<file path="src/rtl/fetch_ifid_stage.sv">
// fetch_ifid_stage: PC/icache fetch with IF/ID register, 1-entry skid buffer, stall/redirect/halt handling
module fetch_ifid_stage #(
  parameter logic [31:0] RESET_PC = 32'h0000_0000
) (
  input  logic        clk,
  input  logic        rst,
  input  logic        ihit,
  input  logic [31:0] imemload_in,
  output logic        iren,
  output logic [31:0] imemaddr,
  input  logic        stall,
  input  logic        pc_redirect,
  input  logic [31:0] pc_target,
  input  logic        halt_id,
  output logic [31:0] imemload,
  output logic [31:0] pc_id,
  output logic [31:0] npc_id,
  output logic        valid_id
);
  typedef enum logic {FETCH, HALTED} state_t;
  state_t state, state_nx;
  logic [31:0] pc, buf_instr, buf_pc;
  logic buf_valid, fetching, halt_now, kill;
  assign fetching = state == FETCH;
  assign halt_now = !stall && halt_id && valid_id;
  assign kill = halt_now || (!stall && pc_redirect);
  always_ff @(posedge clk or posedge rst)
    if (rst) state <= FETCH;
    else state <= state_nx;
  always_comb state_nx = (fetching && halt_now) ? HALTED : state;
  always_comb begin
    iren = !rst && fetching && !buf_valid;
    imemaddr = pc;
  end
  // Skid buffer captures a word that arrives while IF/ID is frozen, so it is never refetched
  always_ff @(posedge clk or posedge rst)
    if (rst) begin
      pc <= RESET_PC;
      imemload <= '0;
      pc_id <= '0;
      npc_id <= '0;
      valid_id <= 1'b0;
      buf_valid <= 1'b0;
      buf_instr <= '0;
      buf_pc <= '0;
    end else if (fetching) begin
      if (stall) begin
        if (ihit && !buf_valid) begin
          buf_instr <= imemload_in;
          buf_pc <= pc;
          buf_valid <= 1'b1;
          pc <= pc + 32'd4;
        end
      end else if (kill) begin
        imemload <= '0;
        valid_id <= 1'b0;
        buf_valid <= 1'b0;
        if (!halt_now) pc <= pc_target;
      end else if (buf_valid) begin
        imemload <= buf_instr;
        pc_id <= buf_pc;
        npc_id <= buf_pc + 32'd4;
        valid_id <= 1'b1;
        buf_valid <= 1'b0;
      end else if (ihit) begin
        imemload <= imemload_in;
        pc_id <= pc;
        npc_id <= pc + 32'd4;
        valid_id <= 1'b1;
        pc <= pc + 32'd4;
      end else begin
        imemload <= '0;
        valid_id <= 1'b0;
      end
    end
endmodule

</file>
<file path="config.mk">
export PLATFORM = sky130hd
export DESIGN_NAME = fetch_ifid_stage
export DESIGN_NICKNAME = d
export VERILOG_FILES = /design/src/rtl/fetch_ifid_stage.sv
export SDC_FILE = /design/constraint.sdc
export NUM_CORES = 1
export LEC_CHECK = 0
export ABC_AREA = 1
export CAP_MARGIN = 0
export CORE_MARGIN = 1
export CORE_UTILIZATION = 40
export CTS_CLUSTER_SIZE = 12
export DETAILED_ROUTE_END_ITERATION = 8
export SLEW_MARGIN = 20
export SYNTH_ARGS = -nofsm -noshare
export SYNTH_HDL_FRONTEND = slang
export SYNTH_SLANG_ARGS = --single-unit
export TNS_END_PERCENT = 20
</file>
<file path="constraint.sdc">
create_clock -name clk -period 9.5 [get_ports clk]
set_clock_uncertainty 0.1 [all_clocks]
set_input_delay 1.9 -clock clk [delete_from_list [all_inputs] [get_ports clk]]
set_output_delay 1.9 -clock clk [all_outputs]
set_load 0.02 [all_outputs]
</file>
* Word level (Yosys, flattened, before mapping)
Index checks and enable logic that the tools add are counted.
** Word-level totals
- Register bits after elaboration :: 195
- Latch bits :: 0
- RAM bits :: 0
- ROM bits :: 0
- Input bits :: 70
- Word-level logic and storage cells :: 52
- Memories kept :: 0
** Operators by class
- Add/subtract/negate cells :: 2
- $mul :: 0
- Div/mod/pow operators :: 0
- $lt $le $gt $ge :: 0
- Equality and inequality tests :: 3
- Shift operators :: 0
- Muxes and demuxes :: 17
- Bitwise gates (word level) :: 3
- Reductions and logical operators :: 18
** Operators by type and width (number)
- 32-bit 2-to-1 mux :: 12
- 32-bit by 3-bit adder with 32-bit output, second input constant :: 2
- 1-bit logical AND :: 7
- 1-bit 2-to-1 mux :: 5
- 5-bit AND reduction :: 1
- 2-bit AND reduction :: 2
- 4-bit AND reduction :: 1
- 1-bit zero test :: 3
- 3-bit by 2-bit inequality test with 1-bit output, second input constant :: 1
- 3-bit inequality test, second input constant :: 1
- 1-bit inverter :: 3
- 3-bit AND reduction :: 1
- 3-bit nonzero test :: 1
- 2-bit by 1-bit inequality test with 1-bit output, second input constant :: 1
- 2-bit nonzero test :: 1
- 1-bit logical OR :: 1

* Logic depth before layout (Yosys ltp)
- Depth after elaboration :: 6
- Gate-level depth with buffers :: 11
- Depth with buffers taken out :: 11

* Worst setup path before layout
No wires, ideal clock.
- Path kind :: in2out
- Start :: in rst
- End :: out iren
- Arrival :: 2.355 ns
- Data required time :: 7.500 ns
- Setup slack :: 5.145 ns
- Stages on the path :: 1
- Buffers on the path :: 0
- Cell sequence :: nor3_1
** On the way
- Word-level cells in the longest chain between the ends :: 3
** Ends and longest elaborated chain
- from (decl) :: RTL line 6 : input logic rst,
- 1-bit zero test (no line)
- 1-bit logical AND (2 in a row) :: RTL line 32 : iren = !rst && fetching && !buf_valid;
- to (decl) :: RTL line 9 : output logic iren,
Every way passes these cells.

* Worst setup path in the final report
Same ends and word-level chain as after synthesis.

==> metrics.md <==
| Metric | Value |
|---|---|
| R2R cell count | `8` |
| CP dominant cell by count | `clkdlybuf4s50_1` |
| Worst hold stages | `2` |
| Net count after synthesis | `approximately 1.4k` |
| TritonCTS Buffers | `17` |
| Setup crit start kind | `primary input` |
| Post-synthesis adder-cell area fraction | `less than 1%` |
| Asr flop ratio synth | `100.0%` |
| Max_cap viols | `0` |
| Setup Viol. Count Final | `0` |
| # hold bufs at CTS | `0` |
| Vias in the first global route | `8,904` |
| CTS Root Cell | `clkbuf_16` |
| Initial Utilization | `between 40% and 50%` |
| Worst min-delay path startpoint | `npc_id[2]` |
| Pin count of the biggest net entering global routing | `between 100 and 150` |
| # Post-CTS Setup Buffers | `0` |
| Placer Congestion | `0.9142` |
| Top Family by Delay on Critical Path | `buffers and inverters` |
| Complex-gate fraction of the synthesized area | `13.96%` |
| Worst-Skew Late Latency | `between 0.4 and 0.5 ns` |
| Period Utilization, post-route | `around 55%` |
| Min-delay worst type | `flip-flop to flip-flop` |
| DR DRC count | `0` |
| Min Tclk post-route | `between 5 and 6 ns` |
| R2R Path End | `npc_id[11]` |
| H-tree depth | `4` |
| Worst Setup SP | `rst` |
| Max-slew headroom | `between 30% and 40%` |
| Via Count | `roughly 9.4k` |
| Ratio of cells with drive above 1 in the final layout | `under 10%` |
| Synthesized area | `0.01017 mm^2` |
| Syn Inst Count | `around 1.3k` |
| VDD IR max | `between 0.1 and 0.15 mV` |
| Die Ht | `about 160 um` |
| PwrDens | `132.9 mW/mm^2` |
| Largest family of logic cells by synthesized area | `simple AND/OR/NAND/NOR gates` |
| Antenna viol nets, final | `0` |
| Worst-path clk slew | `approximately 0.070 ns` |
| Distinct cells, synth | `37` |
| I/O Buffers | `199` |
| Hold Path End | `npc_id[2]` |
| Core area | `roughly 0.025 mm^2` |
| Critical path arrival | `~3.2 ns` |
| Yosys warns | `0` |
| Worst-Margin Slew | `~1.0 ns` |
| Detail Placement HPWL | `around 23,000 um` |
| Drt pass-1 iters | `6` |
| Synth top area share | `between 40% and 50%` |
| Finished Core Util | `51.35%` |
| First-pass GRT wire length | `between 50,000 and 60,000 um` |
| Chip Width | `between 150 and 200 um` |
| XOR/XNOR Fraction of Synth Area | `1.033%` |
| Initial antenna violation count | `2` |
| Outcome | `finished clean` |
| Cells along the critical path | `clkdlybuf4s50_1 -> nor3_1 -> clkdlybuf4s50_1` |
| Slowest CP cell | `clkdlybuf4s50_1` |
| Post-synthesis simple-gate area fraction | `26.81%` |
| Overflow left after global routing | `0` |
| CP peak stage delay | `between 0.6 and 0.7 ns` |
| # clock sinks | `~190` |
| Mux cell area share after synthesis | `~3.7%` |
| CTS max path bufs | `2` |
| Sequential cell area fraction in the yosys report | `roughly 47%` |
| Post-cts resize count | `0` |
| Worst path buffer plus inverter count | `2` |
| Routed WL | `32,470 um` |
| Iteration-0 DRC Markers | `approximately 750` |
| Crit-path max FO | `2` |
| Most frequent cells after synthesis | `nand2_1, dfrtp_1, nor2_1` |
| Pleak | `just under 6 nW` |
| FF-to-FF Start | `state` |
| Max-slew violations | `0` |
| CP endpoint kind | `output port` |
| Dominant cell by count in the synthesized netlist | `nand2_1` |
| Leading post-synthesis cells by cell area | `dfrtp_1, nand2_1, nor2_1` |
| Setup slack, reg-to-reg | `6.24 ns` |
| Post-synth EDFFs | `0` |
| RSZ-0062 raised after global routing | `false` |
| #FFs+latches synth | `between 150 and 200` |
| FP Rows | `slightly below 60` |
| Final hold violations | `0` |
| Routed WL per cell | `approximately 18 um` |
| F_max | `roughly 190 MHz` |
| CP Class | `primary input to output port` |
| CTS tree | `yes` |
| Layout area overhead | `26.37%` |
| Leading area contributor after synthesis | `dfrtp_1` |
| GRT Total Usage | `25.28%` |
| Setup_tns | `0 ns` |
| Total power | `about 1.7 mW` |
| Die area | `0.02608 mm^2` |
| Ant diodes | `0` |
| Via density per instance | `about 5.3` |
| Crit path required time | `about 7.5 ns` |
| Syn_area_per_cell | `roughly 7.9 um^2` |
| Ys flop type | `dfrtp_1` |
| Ports | `200` |
| # nets final | `between 1.5k and 2k` |
cells by family (layout without fill, tap and decap cells):
logic type,count (synthesis),after routing
multiplexers,33,33
flip-flops,193,193
AO/OA/AOI/OAI,246,246
XOR/XNOR,12,12
adder cells (fa/ha/maj),2,2
buffers and inverters,146,318
AND/OR/NAND/NOR,654,654
layout make-up:
type / instances / area, um^2
Clock buffer: 19 / 452.9
Multi-Input combinational cell: 947 / 4657
Timing Repair Buffer: 208 / 2063
Inverter: 78 / 300.3
Sequential cell: 193 / 4831
Clock inverter: 13 / 138.9
Tap cell: 330 / 412.9
Fill cell: 2445 / 12180
placed cells by master (no fill, tap or decap), types with 2 or more instances in the layout:
cell type / Yosys / layout
a21oi_1: 7 / 7
o21ai_0: 121 / 121
clkdlybuf4s50_1: 0 / 199
xnor2_1: 5 / 5
clkbuf_16: 0 / 17
nor2_4: 3 / 3
o21bai_1: 2 / 2
nand3_4: 1 / 2
a31oi_1: 32 / 32
inv_6: 0 / 3
o22ai_1: 9 / 9
clkbuf_8: 0 / 2
xor2_1: 7 / 7
dfrtp_1: 193 / 192
o211ai_1: 9 / 9
nor2_2: 7 / 7
o21ai_1: 30 / 30
nand2_1: 375 / 375
mux2_2: 33 / 33
nor2_8: 3 / 3
buf_4: 10 / 8
a21oi_4: 2 / 2
clkinv_4: 0 / 2
inv_1: 74 / 72
clkinvlp_4: 0 / 2
nand4_1: 2 / 2
and2_1: 2 / 2
ha_1: 2 / 2
nand2_2: 5 / 5
inv_8: 0 / 5
inv_2: 4 / 4
nand3_1: 83 / 83
nor2_1: 163 / 163
nand3b_1: 6 / 6
a22oi_1: 32 / 32
worst max-delay path by stage:
stage	endpoint	slack [ns]	depth (start not counted)
after floorplan	buf_instr[0]	2.24	1
after global placement	iren	4.26	3
after detailed placement	iren	4.28	3
after CTS	iren	4.26	3
after global routing	iren	4.20	3
final	iren	4.27	3
layer usage:
layer | share of wire (%) | GRT usage, % | up-vias
met5 | 0.037 | 0 | -
li1 | - | - | 4553
met3 | 7.8 | 5.675 | 39
met4 | 2.0 | 7.676 | 2
met2 | 45 | 38.62 | 361
met1 | 45 | 35.64 | 4485
state kept, by name, indices dropped and copies added, names as in the netlist:
signal	flops
buf_instr	32
imemaddr	32
state	1
pc_id	32
buf_pc	32
valid_id	1
imemload	32
npc_id	30
buf_valid	1
worst min-delay path: stages (launching register included):
cell and delay [ns]:
dfrtp_1 0.35, nand2_1 0.05, nand2_1 0.05
metrics by stage:
step / setup slack [ns] / std cells / area [um^2] / hold slack, ns
floorplan: 2.244 / 1286 / 10170 / 0.3534
global placement: 4.259 / 1756 / 12260 / 0.3570
detailed placement: 4.276 / 1756 / 12260 / 0.3650
CTS: 4.259 / 1788 / 12850 / 0.3839
global route: 4.195 / 1788 / 12860 / 0.4007
finish: 4.274 / 1788 / 12860 / 0.3768
power breakdown:
| part | switching [mW] | internal [mW] |
|---|---|---|
| Clock | 0.343 | 0.386 |
| Sequential | 0.00801 | 0.833 |
| Combinational | 0.0795 | 0.0586 |
| Total | 0.431 | 1.28 |
No activity file was read; power rests on OpenSTA's default activity.
